[src/rtl/rns_coeff_streamer.sv]
// Streams the N real parts out of the shared FFT BRAM RNS port. Reads are issued
// against credits so the output FIFO can never overflow, whatever out_ready does.
module rns_coeff_streamer #(
  parameter int LOGN         = 13,
  parameter int FLP_WORDSIZE = 64,
  parameter int BRAM_RD_LAT  = 2,
  parameter int FIFO_DEPTH   = 4
) (
  input  logic                    clk,
  input  logic                    rst,
  input  logic                    start,
  output logic                    busy,
  output logic                    done,
  output logic [LOGN-1:0]         rns_rd_addr,
  input  logic [FLP_WORDSIZE-1:0] rns_rd_data,
  output logic [FLP_WORDSIZE-1:0] out_data,
  output logic [LOGN-1:0]         out_index,
  output logic                    out_valid,
  input  logic                    out_ready,
  output logic                    out_last
);

  localparam int PW = (FIFO_DEPTH > 1) ? $clog2(FIFO_DEPTH) : 1;
  localparam int CW = $clog2(FIFO_DEPTH + 1);
  localparam logic [LOGN-1:0] LAST_IDX = '1;
  localparam logic [PW-1:0]   PTR_MAX  = PW'(FIFO_DEPTH - 1);

  localparam logic [1:0] S_IDLE  = 2'd0;
  localparam logic [1:0] S_ISSUE = 2'd1;
  localparam logic [1:0] S_DRAIN = 2'd2;

  logic [1:0]              state;
  logic [LOGN-1:0]         cnt;
  logic [LOGN-1:0]         addr_q;
  logic [BRAM_RD_LAT-1:0]  vld_p;
  logic [LOGN-1:0]         idx_p [BRAM_RD_LAT];
  logic [FLP_WORDSIZE-1:0] fifo_data [FIFO_DEPTH];
  logic [LOGN-1:0]         fifo_idx [FIFO_DEPTH];
  logic [PW-1:0]           wr_ptr, rd_ptr;
  logic [CW-1:0]           fifo_cnt;
  logic                    done_q;
  logic                    start_ok, credit_ok, issue, push, pop;
  int                      inflight;

  function automatic logic [PW-1:0] ptr_inc(input logic [PW-1:0] p);
    return (p == PTR_MAX) ? '0 : p + 1'b1;
  endfunction

  // Credits count reads already in the BRAM pipe as if they occupied a FIFO slot.
  always_comb begin
    inflight = 0;
    for (int i = 0; i < BRAM_RD_LAT; i++) begin
      if (vld_p[i]) inflight = inflight + 1;
    end
  end

  assign credit_ok = (inflight + int'(fifo_cnt) + 1) <= FIFO_DEPTH;
  // done_q blocks a restart in the cycle the FSM is still leaving DRAIN.
  assign start_ok  = (state == S_IDLE) && start && !done_q;
  assign issue     = credit_ok && (start_ok || (state == S_ISSUE));
  assign push      = vld_p[BRAM_RD_LAT-1];
  assign pop       = out_valid && out_ready;

  assign rns_rd_addr = issue ? cnt : addr_q;
  assign out_valid   = (fifo_cnt != '0);
  assign out_data    = out_valid ? fifo_data[rd_ptr] : '0;
  assign out_index   = out_valid ? fifo_idx[rd_ptr] : '0;
  assign out_last    = out_valid && (fifo_idx[rd_ptr] == LAST_IDX);
  assign busy        = (state != S_IDLE);
  assign done        = done_q;

  always_ff @(posedge clk or posedge rst) begin
    if (rst) begin
      state    <= S_IDLE;
      cnt      <= '0;
      addr_q   <= '0;
      vld_p    <= '0;
      wr_ptr   <= '0;
      rd_ptr   <= '0;
      fifo_cnt <= '0;
      done_q   <= 1'b0;
    end else begin
      done_q <= 1'b0;
      if (issue) begin
        addr_q <= cnt;
        if (cnt != LAST_IDX) cnt <= cnt + 1'b1;
      end
      case (state)
        S_IDLE:  if (start_ok) state <= S_ISSUE;
        S_ISSUE: if (issue && (cnt == LAST_IDX)) state <= S_DRAIN;
        S_DRAIN: if (pop && out_last) begin
          state  <= S_IDLE;
          cnt    <= '0;
          done_q <= 1'b1;
        end
        default: state <= S_IDLE;
      endcase
      vld_p[0] <= issue;
      for (int i = 1; i < BRAM_RD_LAT; i++) vld_p[i] <= vld_p[i-1];
      if (push) wr_ptr <= ptr_inc(wr_ptr);
      if (pop)  rd_ptr <= ptr_inc(rd_ptr);
      case ({push, pop})
        2'b10:   fifo_cnt <= fifo_cnt + 1'b1;
        2'b01:   fifo_cnt <= fifo_cnt - 1'b1;
        default: fifo_cnt <= fifo_cnt;
      endcase
    end
  end

  // Read pipe stage boundary: index rides alongside its valid until the data lands.
  always_ff @(posedge clk) begin
    idx_p[0] <= cnt;
    for (int i = 1; i < BRAM_RD_LAT; i++) idx_p[i] <= idx_p[i-1];
    if (push) begin
      fifo_data[wr_ptr] <= rns_rd_data;
      fifo_idx[wr_ptr]  <= idx_p[BRAM_RD_LAT-1];
    end
  end

endmodule
[config.mk]
export PLATFORM = sky130hd
export DESIGN_NAME = rns_coeff_streamer
export DESIGN_NICKNAME = d
export VERILOG_FILES = /design/src/rtl/rns_coeff_streamer.sv
export SDC_FILE = /design/constraint.sdc
export NUM_CORES = 1
export LEC_CHECK = 0
export BUFFER_PORTS_ARGS = -buffer_cell sky130_fd_sc_hd__buf_2
export CAP_MARGIN = 20
export CELL_PAD_IN_SITES_DETAIL_PLACEMENT = 1
export CELL_PAD_IN_SITES_GLOBAL_PLACEMENT = 1
export CORE_ASPECT_RATIO = 0.5
export CORE_MARGIN = 2
export CORE_UTILIZATION = 45
export CTS_BUF_LIST = sky130_fd_sc_hd__clkbuf_8
export DETAILED_ROUTE_END_ITERATION = 10
export PLACE_DENSITY_LB_ADDON = 0.1
export SLEW_MARGIN = 10
export SYNTH_ARGS = -nofsm -noshare
export SYNTH_HDL_FRONTEND = slang
export SYNTH_SLANG_ARGS = --single-unit
[constraint.sdc]
create_clock -name clk -period 6.85 [get_ports clk]
set_clock_uncertainty 0.2 [all_clocks]
set_input_delay 0 -clock clk [delete_from_list [all_inputs] [get_ports clk]]
set_output_delay 0 -clock clk [all_outputs]
set_load 0.01 [all_outputs]
=== Word level (Yosys, flattened, before mapping) ===
Memories as Yosys holds them, arrays and structs flattened.
Cells that the tools add are included.

* Flip-flop bits (word level): 38
* Bits in writable memories: 334
* Bits of input ports: 68
* Output and inout port bits: 94
* Word-level logic and storage cells: 66
* Memories kept: 3

* Add/sub/neg operators: 8
* $lt $le $gt $ge: 1
* Eq/ne operators: 12
* Muxes and demuxes: 20
* Reductions and logical operators: 14

{| class="wikitable"
|+ Memory list
! memory !! words !! bits a word !! read ports !! clocked after Yosys merged registers in !! wr ports !! line !! text
|-
| fifo_data || 4 || 64 || 1 || 0 || 1 || 37 || <nowiki>logic [FLP_WORDSIZE-1:0] fifo_data [FIFO_DEPTH];</nowiki>
|-
| fifo_idx || 4 || 13 || 1 || 0 || 1 || 38 || <nowiki>logic [LOGN-1:0] fifo_idx [FIFO_DEPTH];</nowiki>
|-
| idx_p || 2 || 13 || 2 || 0 || 2 || 36 || <nowiki>logic [LOGN-1:0] idx_p [BRAM_RD_LAT];</nowiki>
|}

{| class="wikitable"
|+ Operators by type and width
! cell !! count
|-
| $mux W13 || 6
|-
| $add A32 B2 Y32 const B || 2
|-
| $mux W64 || 1
|-
| $add A32 B4 Y32 || 1
|-
| $le A32 B4 Y1 const B || 1
|-
| $mux W32 || 1
|-
| $eq A13 B13 Y1 const B || 2
|-
| $add A13 B1 Y13 const B || 1
|-
| $ne A13 B13 Y1 const B || 1
|-
| $mux W2 || 5
|-
| $eq A2 B2 Y1 const B || 4
|-
| $logic_and A1 B1 Y1 || 7
|-
| $pmux W2 S3 || 1
|-
| $pmux W3 S2 || 1
|-
| $mux W1 || 5
|-
| $add A2 B1 Y2 const B || 2
|-
| $eq A2 B1 Y1 const B || 2
|-
| $ne A2 B2 Y1 const B || 2
|-
| $reduce_bool A2 Y1 || 2
|-
| $add A3 B1 Y3 const B || 1
|-
| $reduce_and A3 Y1 || 1
|-
| $reduce_bool A3 Y1 || 1
|-
| $sub A3 B1 Y3 const B || 1
|-
| $logic_not A2 Y1 || 1
|-
| other kinds (3) || 3
|}

=== Depth between registers and ports, before layout ===
* Word-level depth: 10
* Mapped depth: 14
* Mapped depth without buffers: 12

=== Least setup slack after synthesis ===
No wires, ideal clock.

* Kind: reg-to-reg
* Start point: register wr_ptr[0]
* End point: memory fifo_data[2][0], enable pin
* Library setup time: 0.444 ns
* Arrival time: 2.410 ns
* Setup slack: 3.796 ns
* Stages on the path, launching flop included: 4
* Path buffers: 0
* Path through: dfrtp_1 -> inv_1 -> ha_1 -> and2_1

{| class="wikitable"
|+ RTL lines
! item !! line !! text
|-
| start: declaration || 39 || <nowiki>logic [PW-1:0] wr_ptr, rd_ptr;</nowiki>
|-
| start signal: assignment || 100 || <nowiki>if (push) wr_ptr <= ptr_inc(wr_ptr);</nowiki>
|-
| end: declaration || 37 ||
|}

Straight into the memory's write port.

=== Worst setup path after layout ===
* Start point: register vld_p[1]
* End point: output port rns_rd_addr[11]

* Word-level cells in the longest chain between the ends: 6

{| class="wikitable"
|+ RTL lines
! item !! line !! text
|-
| start: declaration || 35 || <nowiki>logic [BRAM_RD_LAT-1:0] vld_p;</nowiki>
|-
| start signal: assignment || 77 || <nowiki>vld_p <= '0;</nowiki>
|-
| $mux W32 || 53 || <nowiki>if (vld_p[i]) inflight = inflight + 1;</nowiki>
|-
| $add A32 B4 Y32 || 57 || <nowiki>assign credit_ok = (inflight + int'(fifo_cnt) + 1) <= FIFO_DEPTH;</nowiki>
|-
| $add A32 B2 Y32 || 57 ||
|-
| $le A32 B4 Y1 || 57 ||
|-
| $logic_and A1 B1 Y1 || 60 || <nowiki>assign issue = credit_ok && (start_ok || (state == S_ISSUE));</nowiki>
|-
| $mux W13 || 64 || <nowiki>assign rns_rd_addr = issue ? cnt : addr_q;</nowiki>
|-
| end: declaration || 14 || <nowiki>output logic [LOGN-1:0] rns_rd_addr,</nowiki>
|}

No other way between the ends.

==> results.yml <==
run_status:
  status: "finished, final reports clean"
sta:
  finalMaxSlewViolations: 0
  setup_tns_ps: 0
  period_share: 0.551
  setup_viol: 0
  post-route-min-period_ps: 3770
  hold_violations: 0
  rsz0062_at_grt: "false"
  slew_headroom: 0.305
  tightestPinTransition_ps: 1040
  fmax_mhz: 265
finish:
  syn2layout_area_growth_pct: 26.3
  drive_gt1_frac: 0.310
  n_antenna_cell: 0
  nets: 1114
global_routing:
  grt_pass1_vias: 8285
  grt_pass1_wl_mm: 47.2
  overflow: 0
  antenna_found_initial: 0
  grt_util_all_layers: 0.192
  grt_max_degree: 80
setup_path:
  critical_path_class: "reg2out"
  critPathCapture: "rns_rd_addr[11]"
  cp_slowest_stage_delay_ps: 480
  setup.worst_path.start: "vld_p[1]"
  crit_arrival_ps: 3570
  cp.required_ps: 6650
  crit_family: "adder cells"
  cp-end-kind: "primary output"
  crit_cells: 12
  startpoint_type: "flip-flop"
  crit_buf_inv: 5
  timing.rr.start: "vld_p[1]"
  critical_path.most_common_cell: "inv_1"
  path_cells: "ha_1, inv_1, ha_1, inv_1, fa_1, inv_1, a21oi_1, or3b_1, clkinv_2, nand2_1, nand2_1, buf_2"
  rr_endpoint: "cnt[5]"
  critical_path.slowest_cell: "fa_1"
  cp_max_fo: 23
  reg2reg_slack_ps: 3220
  reg2reg_depth: 12
clock_tree:
  cts_root_buf: "clkbuf_8"
  tritoncts: "built"
  cts_buffers: 53
  clk_latency_ps: 600
  cts_sinks: 372
  cts-resized-gates: 0
  clockBufferDepth: 3
  cts_hold_buffers: 133
  clk_pin_slew_ps: 70
  postCtsSetupBuffers: 0
  htree_num_levels: 2
worst_hold_path:
  hp-class: "reg2reg"
  whs_path_depth: 0
logic_synthesis:
  synth_area_leaders: "edfxtp_1, mux4_2, dfrtp_1"
  synth_commonest_cells: "edfxtp_1, and2_1, mux4_2"
  synth_top_area_frac: 0.659
  syn_nets: 789
  synthesis.area_um2: 14000
  synth-edff-count: 308
  async_reset_ff_frac: 0.102
  yosysMostFrequentCell: "edfxtp_1"
  ys_seq_area_frac: 0.764
  yosysWarnings: 0
  ys.flop_type: "edfxtp_1"
  ys_ff_latch: 372
  netlist_instances: 709
  synth_area_leader_cell: "edfxtp_1"
  synth_cell_types: 42
  syn_area_per_cell_um2: 19.8
detailed_routing:
  final_antenna_net_count: 0
  vias: 7504
  drtIter0Drc: 400
  routed_wl_mm: 30.1
  wire_per_inst_um: 20.1
  drc_errors: 0
  drtPass1Iterations: 4
  viasPerCell: 5.00
floorplanning:
  chipWidth_um: 254
  rows: 45
  die_h_um: 129
  core_area_um2: 30500
  dieArea_um2: 32700
  start_util: 0.460
  num_io_pins: 162
power_and_ir_drop:
  p_int_mw: 5.25
  p_per_area_nw_per_um2: 442
  pwr-share-seq: 0.434
  p_sw_frac: 0.330
  total_power_mw: 7.84
  power_frac_comb: 0.331
  switchingPower_mw: 2.59
  p_clk_frac: 0.234
  max-vdd-ir-drop_v: 0.000350
  p_leak_nw: 6.60
placement:
  dp_hpwl_mm: 16.5
  gp_congestion: 0.750
  port_buffers: 161
run:
  drv_cap: 0
final cells by class:
cell class,count,area [µm²]
fillers,2837,12800
flip-flops and latches,372,10700
multi-input cells,292,3100
repair buffers,302,2200
clock buffers,58,798
well taps,423,529
clock inverters,41,318
inverters,13,50.0
flip-flops by register name, summed over array words and instances (netlist names):
| signal | flops |
|---|---|
| fifo_data | 256 |
| idx_p | 26 |
| fifo_cnt | 3 |
| wr_ptr | 2 |
| cnt | 13 |
| state | 2 |
| vld_p | 2 |
| fifo_idx | 52 |
| rd_ptr | 2 |
| addr_q | 13 |
| done | 1 |
cells by family after synthesis:
family                     share of synthesized area
DFF                                            0.764
muxes                                          0.127
xor gates and xnor gates                     0.00749
AOI/OAI and AO/OA                            0.00651
buffers and inverters                         0.0161
adders and majority gates                     0.0118
and+or+nand+nor                               0.0673
cell usage in the layout (no fill, tap or decap), types with 3 or more instances in the layout:
master and count:
edfxtp_1 308, buf_2 161, dlygate4sd3_1 133, and2_1 78, mux4_2 71, clkbuf_8 58, nand2_1 46, dfrtp_1 36
dfxtp_1 26, inv_1 24, clkinv_2 17, nor2_1 14, xor2_1 10, ha_1 10, nand4_1 9, buf_4 8
nand3_1 7, mux4_1 6, a21oi_1 5, bufinv_16 5, clkinv_1 5, o21ai_0 4, and2_4 4, nor2b_1 3
and3_1 3
worst min path at each step:
stage,from,endpoint
global route,out_ready,rd_ptr[0]
global placement,rst,fifo_cnt[2]
finish,idx_p[0][11],idx_p[0][24]
CTS,out_ready,rd_ptr[0]
floorplan,rns_rd_data[0],fifo_data[0][0]
detailed placement,rst,fifo_cnt[2]
worst register-to-register path: stages, from the launching register on:
cell      delay, ps
dfrtp_1         470
ha_1            310
inv_1            60
ha_1            150
inv_1            50
fa_1            370
xnor2_1         150
a21oi_1          50
or3b_1          610
clkinv_2        340
nand2_4         120
or4_1           480
a21oi_1         160
per-stage QoR:
stage                      util  instances  cell area, µm²  setup slack (ps)  hold slack (ps)
after floorplan               -        709           14000              3800             -101
after global placement    0.500       1269           15300              3320            -58.4
after detailed placement  0.500       1269           15300              3210            -56.4
after CTS                 0.581       1501           17700              2950             86.5
after global routing      0.581       1501           17700              2650              111
final                     0.581       1501           17700              3080              127
power groups by stage:
stage               Combinational, mW  Clock [mW]  Sequential [mW]
floorplan                        1.83           0             3.28
global placement                 2.56           0             3.42
detailed placement               2.60           0             3.47
CTS                              2.67        1.88             3.42
global route                     2.86        1.99             3.48
finish                           2.60        1.84             3.40
metal layers:
metal  vias to the layer above  GRT usage  wire (µm)
met1                      3926      0.252      13100
met3                        38     0.0401       1100
met2                       126      0.332      15500
met5                         -          0          0
li1                       3414          -          -
met4                         0     0.0495        478
Note: power is estimated with default switching activity, not from simulation.
